### config.mk
export PLATFORM = sky130hd
export DESIGN_NAME = div_sequencer
export DESIGN_NICKNAME = d
export VERILOG_FILES = /design/src/rtl/div_sequencer.sv
export SDC_FILE = /design/constraint.sdc
export NUM_CORES = 1
export LEC_CHECK = 0
export ABC_AREA = 1
export BUFFER_PORTS_ARGS = -buffer_cell sky130_fd_sc_hd__buf_4
export CORE_ASPECT_RATIO = 0.5
export CORE_MARGIN = 2
export CORE_UTILIZATION = 40
export CTS_CLUSTER_DIAMETER = 80
export DETAILED_ROUTE_END_ITERATION = 12
export GPL_ROUTABILITY_DRIVEN = 0
export PLACE_DENSITY_LB_ADDON = 0.12
export RECOVER_POWER = 25
export SYNTH_ARGS = -nofsm -noshare
export SYNTH_HDL_FRONTEND = slang
export SYNTH_SLANG_ARGS = --single-unit
export TNS_END_PERCENT = 1
### constraint.sdc
create_clock -name clk -period 4.3 [get_ports clk]
set_input_delay 0.43 -clock clk [delete_from_list [all_inputs] [get_ports clk]]
set_output_delay 0.43 -clock clk [all_outputs]
set_load 0.005 [all_outputs]
### src/rtl/div_sequencer.sv
// Radix-2 restoring divider for RV32M DIV/DIVU/REM/REMU: one quotient bit per
// cycle, sign fix-up in a final cycle, result held until writeback takes it.
module div_sequencer #(
  parameter int WIDTH = 32
) (
  input  logic             clk,
  input  logic             rst,
  input  logic             start_valid,
  output logic             start_ready,
  input  logic [1:0]       op,
  input  logic [WIDTH-1:0] dividend,
  input  logic [WIDTH-1:0] divisor,
  input  logic             flush,
  output logic             busy,
  output logic             result_valid,
  input  logic             result_ready,
  output logic [WIDTH-1:0] result
);

  localparam int CW = (WIDTH > 1) ? $clog2(WIDTH) : 1;

  typedef enum logic [1:0] {IDLE, RUN, FIX, DONE} state_t;

  state_t           state;
  logic [CW-1:0]    count;
  logic [WIDTH-1:0] rem;
  logic [WIDTH-1:0] quo;
  logic [WIDTH-1:0] dvsr;
  logic             is_rem;
  logic             neg_q;
  logic             neg_r;

  // Request decode: signs, magnitudes and the two short-circuit cases.
  logic             signed_op;
  logic             a_neg;
  logic             b_neg;
  logic [WIDTH-1:0] a_mag;
  logic [WIDTH-1:0] b_mag;
  logic             div_zero;
  logic             overflow;
  logic             accept;

  assign signed_op = ~op[0];
  assign a_neg     = signed_op & dividend[WIDTH-1];
  assign b_neg     = signed_op & divisor[WIDTH-1];
  assign a_mag     = a_neg ? -dividend : dividend;
  assign b_mag     = b_neg ? -divisor : divisor;
  assign div_zero  = (divisor == '0);
  assign overflow  = signed_op && (dividend == {1'b1, {(WIDTH-1){1'b0}}})
                     && (divisor == '1);

  assign start_ready = (state == IDLE) && !rst;
  assign busy        = (state != IDLE);
  assign accept      = start_valid & start_ready & ~flush;

  // The shifted partial remainder carries one extra bit so the compare against
  // a full-width unsigned divisor never drops the carry out of the shift.
  logic [WIDTH:0]   rem_shift;
  logic [WIDTH-1:0] rem_diff;
  logic             fits;
  logic             last;
  logic [WIDTH-1:0] rem_low;

  assign rem_shift = {rem, quo[WIDTH-1]};
  assign fits      = (rem_shift >= {1'b0, dvsr});
  assign rem_low   = rem_shift[WIDTH-1:0];
  assign rem_diff  = rem_low - dvsr;
  assign last      = (count == CW'(WIDTH - 1));

  logic [WIDTH-1:0] q_fixed;
  logic [WIDTH-1:0] r_fixed;

  assign q_fixed = neg_q ? -quo : quo;
  assign r_fixed = neg_r ? -rem : rem;

  // NOTE: sequential state uses non-blocking assignments so every register
  // samples the pre-edge values, independent of statement order.
  always_ff @(posedge clk or posedge rst) begin
    if (rst) begin
      state        <= IDLE;
      count        <= '0;
      rem          <= '0;
      quo          <= '0;
      dvsr         <= '0;
      is_rem       <= 1'b0;
      neg_q        <= 1'b0;
      neg_r        <= 1'b0;
      result       <= '0;
      result_valid <= 1'b0;
    end else if (flush) begin
      state        <= IDLE;
      count        <= '0;
      result_valid <= 1'b0;
    end else begin
      case (state)
        IDLE: begin
          if (accept) begin
            is_rem <= op[1];
            neg_q  <= a_neg ^ b_neg;
            neg_r  <= a_neg;
            dvsr   <= b_mag;
            quo    <= a_mag;
            rem    <= '0;
            count  <= '0;
            if (div_zero) begin
              result       <= op[1] ? dividend : '1;
              result_valid <= 1'b1;
              state        <= DONE;
            end else if (overflow) begin
              result       <= op[1] ? '0 : dividend;
              result_valid <= 1'b1;
              state        <= DONE;
            end else begin
              state <= RUN;
            end
          end
        end
        RUN: begin
          rem   <= fits ? rem_diff : rem_low;
          quo   <= {quo[WIDTH-2:0], fits};
          count <= count + CW'(1);
          if (last) state <= FIX;
        end
        FIX: begin
          result       <= is_rem ? r_fixed : q_fixed;
          result_valid <= 1'b1;
          state        <= DONE;
        end
        DONE: begin
          if (result_ready) begin
            result_valid <= 1'b0;
            state        <= IDLE;
          end
        end
        default: state <= IDLE;
      endcase
    end
  end

endmodule

# --- Word level (Yosys, flattened, before mapping) ---
# Index checks and enable logic that the tools add are counted.
classes:
  add_sub_neg: 6
  magnitude_cmp: 1
  eq_ne: 12
  mux: 32
  bitwise_logic: 7
  n_reduce_logical: 17
op_table:
  columns: ["operator", "count"]
  rows:
  - ["$mux W32", 13]
  - ["$pmux W32 S2", 3]
  - ["$neg A32 Y32", 4]
  - ["$eq A32 B32 Y1 const B", 2]
  - ["$ge A33 B32 Y1", 1]
  - ["$logic_not A32 Y1", 1]
  - ["$sub A32 B32 Y32", 1]
  - ["$mux W2", 6]
  - ["$ne A3 B3 Y1 const B", 4]
  - ["$mux W5", 2]
  - ["$pmux W5 S2", 1]
  - ["$reduce_and A3 Y1", 3]
  - ["$pmux W2 S4", 1]
  - ["$reduce_and A4 Y1", 2]
  - ["$reduce_bool A2 Y1", 3]
  - ["$add A5 B1 Y5 const B", 1]
  - ["$eq A5 B5 Y1 const B", 1]
  - ["$mux W1", 5]
  - ["$and A1 B1 Y1", 4]
  - ["$eq A2 B2 Y1 const B", 2]
  - ["$ne A4 B4 Y1 const B", 1]
  - ["$reduce_bool A4 Y1", 1]
  - ["$logic_and A1 B1 Y1", 3]
  - ["$pmux W1 S3", 1]
  - ["other kinds (8)", 9]
word_totals:
  ff_bits: 139
  word_cells: 85

# --- Longest topological paths before layout ---
logic_depth:
  depth_word: 8
  depth_mapped: 17
  depth_no_buf: 16

# --- Worst setup path after synthesis ---
# Ideal clock, no wire load.
synth_timing:
  path_kind: "input port to flip-flop"
  from: "input port rst"
  to: "register count[3]"
  setup_ns: 0.088
  arrival_ns: 4.337
  required_time_ns: 4.212
  setup_slack_ns: -0.125
  cell_stages: 8
  path_cell_list: "inv_1 > a21oi_1 > inv_1 > nor2_1 > a21oi_1 > inv_1 > o21ai_0 > nor3b_1"
synth_via:
  elab_chain_cells: 6
synth_rtl:
  columns: ["item", "line_no", "text"]
  rows:
  - ["start, declared", "7", "input logic rst,"]
  - ["$logic_not A1 Y1 (no source line)", null, null]
  - ["$logic_and A1 B1 Y1", "52", "assign start_ready = (state == IDLE) && !rst;"]
  - ["$and A1 B1 Y1 (2 in series)", "54", "assign accept = start_valid & start_ready & ~flush;"]
  - ["$ne A3 B3 Y1 (no source line)", null, null]
  - ["$reduce_and A2 Y1 (no source line)", null, null]
  - ["end signal, assigned", "121", "count <= count + CW'(1);"]
  - ["end, declared", "25", "logic [CW-1:0] count;"]
# Every way passes these cells.
# A chain may end at the register's enable or synchronous reset.

# --- Worst setup path in the final report ---
layout_timing:
  from: "register rem[6]"
  to: "register rem[9]"
layout_via:
  elab_chain_cells: 3
layout_rtl:
  columns: ["item", "line_no", "text"]
  rows:
  - ["start, declared", "26", "logic [WIDTH-1:0] rem;"]
  - ["start signal, assigned", "119", "rem <= fits ? rem_diff : rem_low;"]
  - ["$sub A32 B32 Y32 or $ge A33 B32 Y1 (tied branches)", "67, 65", null]
  - ["$mux W32 *", "119", null]
  - ["$pmux W32 S2 *", "95", "case (state)"]
# Every way passes the cells marked *; elsewhere a longest branch is shown, timed or not.

==> results.cfg <==
[outcome]
status = finished, violations left
violations = capacitance limit, slew limit

[grt]
grt_pass1_wl_mm = 68.06
grt_max_degree = 75
grt.overflow.total = 0
grtUsageTotal = 0.2591
antenna_found_initial = 0
grt_pass1_vias = 12000

[setup_path]
arrival_ns = 3.45
crit_slowest_cell = nand2_2
cp_cell_sequence = ha_1 -> nand2_1 -> nor2_1 -> inv_1 -> nor2_1 -> nand3_1 -> nand3_1 -> nand2_2 -> nand2_2 -> nand2_1 -> nand3_1 -> o21ai_0
startpoint_type = flip-flop
cp.required_ns = 4.61
crit_type = reg -> reg
crit_path_end_kind = flip-flop
worst_path_most_repeated_cell = nand3_1
max_stage_delay_ns = 0.68
critPathMaxFanout = 34

[synthesis]
synth_top_cell_area_share = 0.2711
seq_area_frac_synth = 0.2711
synthTopCellsByArea = dfrtp_1 (27%), nand2_1 (17%), nand3_1 (11%), o21ai_0 (8.2%), inv_1 (6.5%)
synth_edf_count = 0
synth_top_area_cell = dfrtp_1
synth_cell_types = 48
synth.top_cells.by_count = nand2_1 (575), nand3_1 (278), inv_1 (222)
syn_nets = 2196
yosys_most_used_dff = dfrtp_1
synth_seq_cells = 139
synth_most_common_cell = nand2_1
syn_inst = 2081
synth_area_per_cell_um2 = 6.165
async_flop_share = 1.000
yosysWarnings = 0
synthesis.area_um2 = 12830

[clock_network]
clock_latency_ns = 0.44
post_cts_buffers = 0
htree_levels = 4
cts_resized = 0
numCtsBuffers = 17
clk_path_buf_depth = 2
cts_tree = yes
cts.sinks = 139
cts_hold_buf = 0
cts_root_buf = clkbuf_16
clkTransAtPathRegs_ns = 0.06

[sta]
setup_ws_ns = 1.160
fin_setup_tns_ns = 0
setup_viol = 0
holdWs_ns = 0.3065
finalMaxSlewViolations = 141
clock.fmax_mhz = 318.5
finalHoldViolations = 0
maxSlewHeadroom = -0.2854
worst_pin_slew_ns = 1.928
skew_ns = 0.009130
fin_crit_ns = 3.140
rsz0062_at_grt = false
fin_crit_sh = 0.7301

[die]
core-area_um2 = 31600
dieWidth_um = 257.3
pin_count = 106
die_area_um2 = 33610
chipHeight_um = 130.6
rows = 46
start_util = 0.4060

[route]
post-route-drc-count = 0
ant_nets = 0
dr.pass1.iters = 5
route.vias.total = 13800
via_per_inst = 5.348
avgRoutedWirePerCell_um = 16.78
drt_wl_total_mm = 43.32
dr.first_iter.drc_count = 1332

[min_path]
hp-class = in -> reg

[place]
dp_slack_ns = 1.258
placed_cell_area_um2 = 13920
port-buffer-count = 105
placed_cells = 2554
hpwl_mm = 33.04

[job]
cap_violations = 2

[cells_and_area]
fin_cells = 2581
final_area_um2 = 14460
fillCellCount = 3402
area_growth_pct = 12.68
layout.nets = 2256
diodes = 0
post-route-util = 0.4575
layout-drive-gt1-share = 0.08655
seq_area_um2 = 3478
multi_input_area_um2 = 8133

[pwr]
power_mw = 10.00
p_leak_nw = 7.401
p_per_area_nw_per_um2 = 692.0
vdd_drop_max_uv = 326.9
==> cell type report <==
class | instances | share of cell area
multi-input combinational | 1634 | 0.5626
sequential | 139 | 0.2406
timing repair buffer | 121 | 0.06223
inverter | 228 | 0.05929
tap | 432 | 0.03739
clock buffer | 24 | 0.03332
clock inverter | 3 | 0.004501
==> worst max-delay path: cells and delay by family (launching register included) <==
family                     cells  cell delay [ns]
adders and majority gates      1             0.39
and+or+nand+nor                9             1.98
DFF                            1             0.45
AOI/OAI and AO/OA              1             0.08
buffers and inverters          1             0.09
==> power by group <==
part           switching, mW  internal (mW)
clock network          0.567          0.882
logic                   4.22           2.05
registers              0.454           1.82
==> per-layer routing <==
metal | vias to the layer above | routed length, um | track usage
met5 | - | 0 | 0
met4 | 0 | 688 | 0.06601
met3 | 39 | 3556 | 0.04321
met2 | 509 | 16570 | 0.3501
met1 | 6268 | 22510 | 0.4147
li1 | 6986 | - | -
==> state kept, by name, summed over array words and instances (netlist names) <==
signal / count
dvsr: 32
quo: 32
rem: 32
result: 32
count: 5
state: 2
is_rem: 1
neg_q: 1
neg_r: 1
result_valid: 1
==> cell families (layout without fill, tap and decap cells) <==
| kind of cell | count (synthesis) | after routing | synth area share |
|---|---|---|---|
| AO/OA/AOI/OAI | 392 | 392 | 0.1628 |
| XOR/XNOR | 44 | 44 | 0.03004 |
| adder cells (fa/ha/maj) | 58 | 58 | 0.05442 |
| buffers and inverters | 308 | 376 | 0.09597 |
| flip-flops | 139 | 139 | 0.2711 |
| multiplexers | 1 | 1 | 0.0007803 |
| AND/OR/NAND/NOR | 1139 | 1139 | 0.3849 |
==> layout by cell type (no fill, tap or decap), drive strengths merged <==
master and count:
a21boi 1, a21o 2, a21oi 124, a22oi 3
a31oi 4, buf 118, bufinv 2, clkbuf 27
clkinv 2, clkinvlp 1, dfrtp 139, fa 1
ha 43, inv 226, maj3 14, mux2i 1
nand2 579, nand3 279, nand3b 11, nand4 27
nor2 199, nor3 26, nor3b 2, nor4 5
o211ai 23, o21a 5, o21ai 216, o21bai 4
o221ai 1, o22ai 3, o31ai 6, or2 10
or3b 1, xnor2 15, xor2 29
==> path summary, 6_finish.rpt <==
kind | start | to | slack (ns) | depth (start not counted)
max | rem[6] | rem[9] | 1.16 | 12
min | op[0] | quo[31] | 0.31 | 3
max reg2reg | rem[6] | rem[9] | 1.16 | 12
min reg2reg | result[10] | result[10] | 0.48 | 2
max in group asynchronous | rst | dvsr[9] | 2.40 | 3
min in group asynchronous | rst | result_valid | 0.66 | 3
No activity file was read; power rests on OpenSTA's default activity.
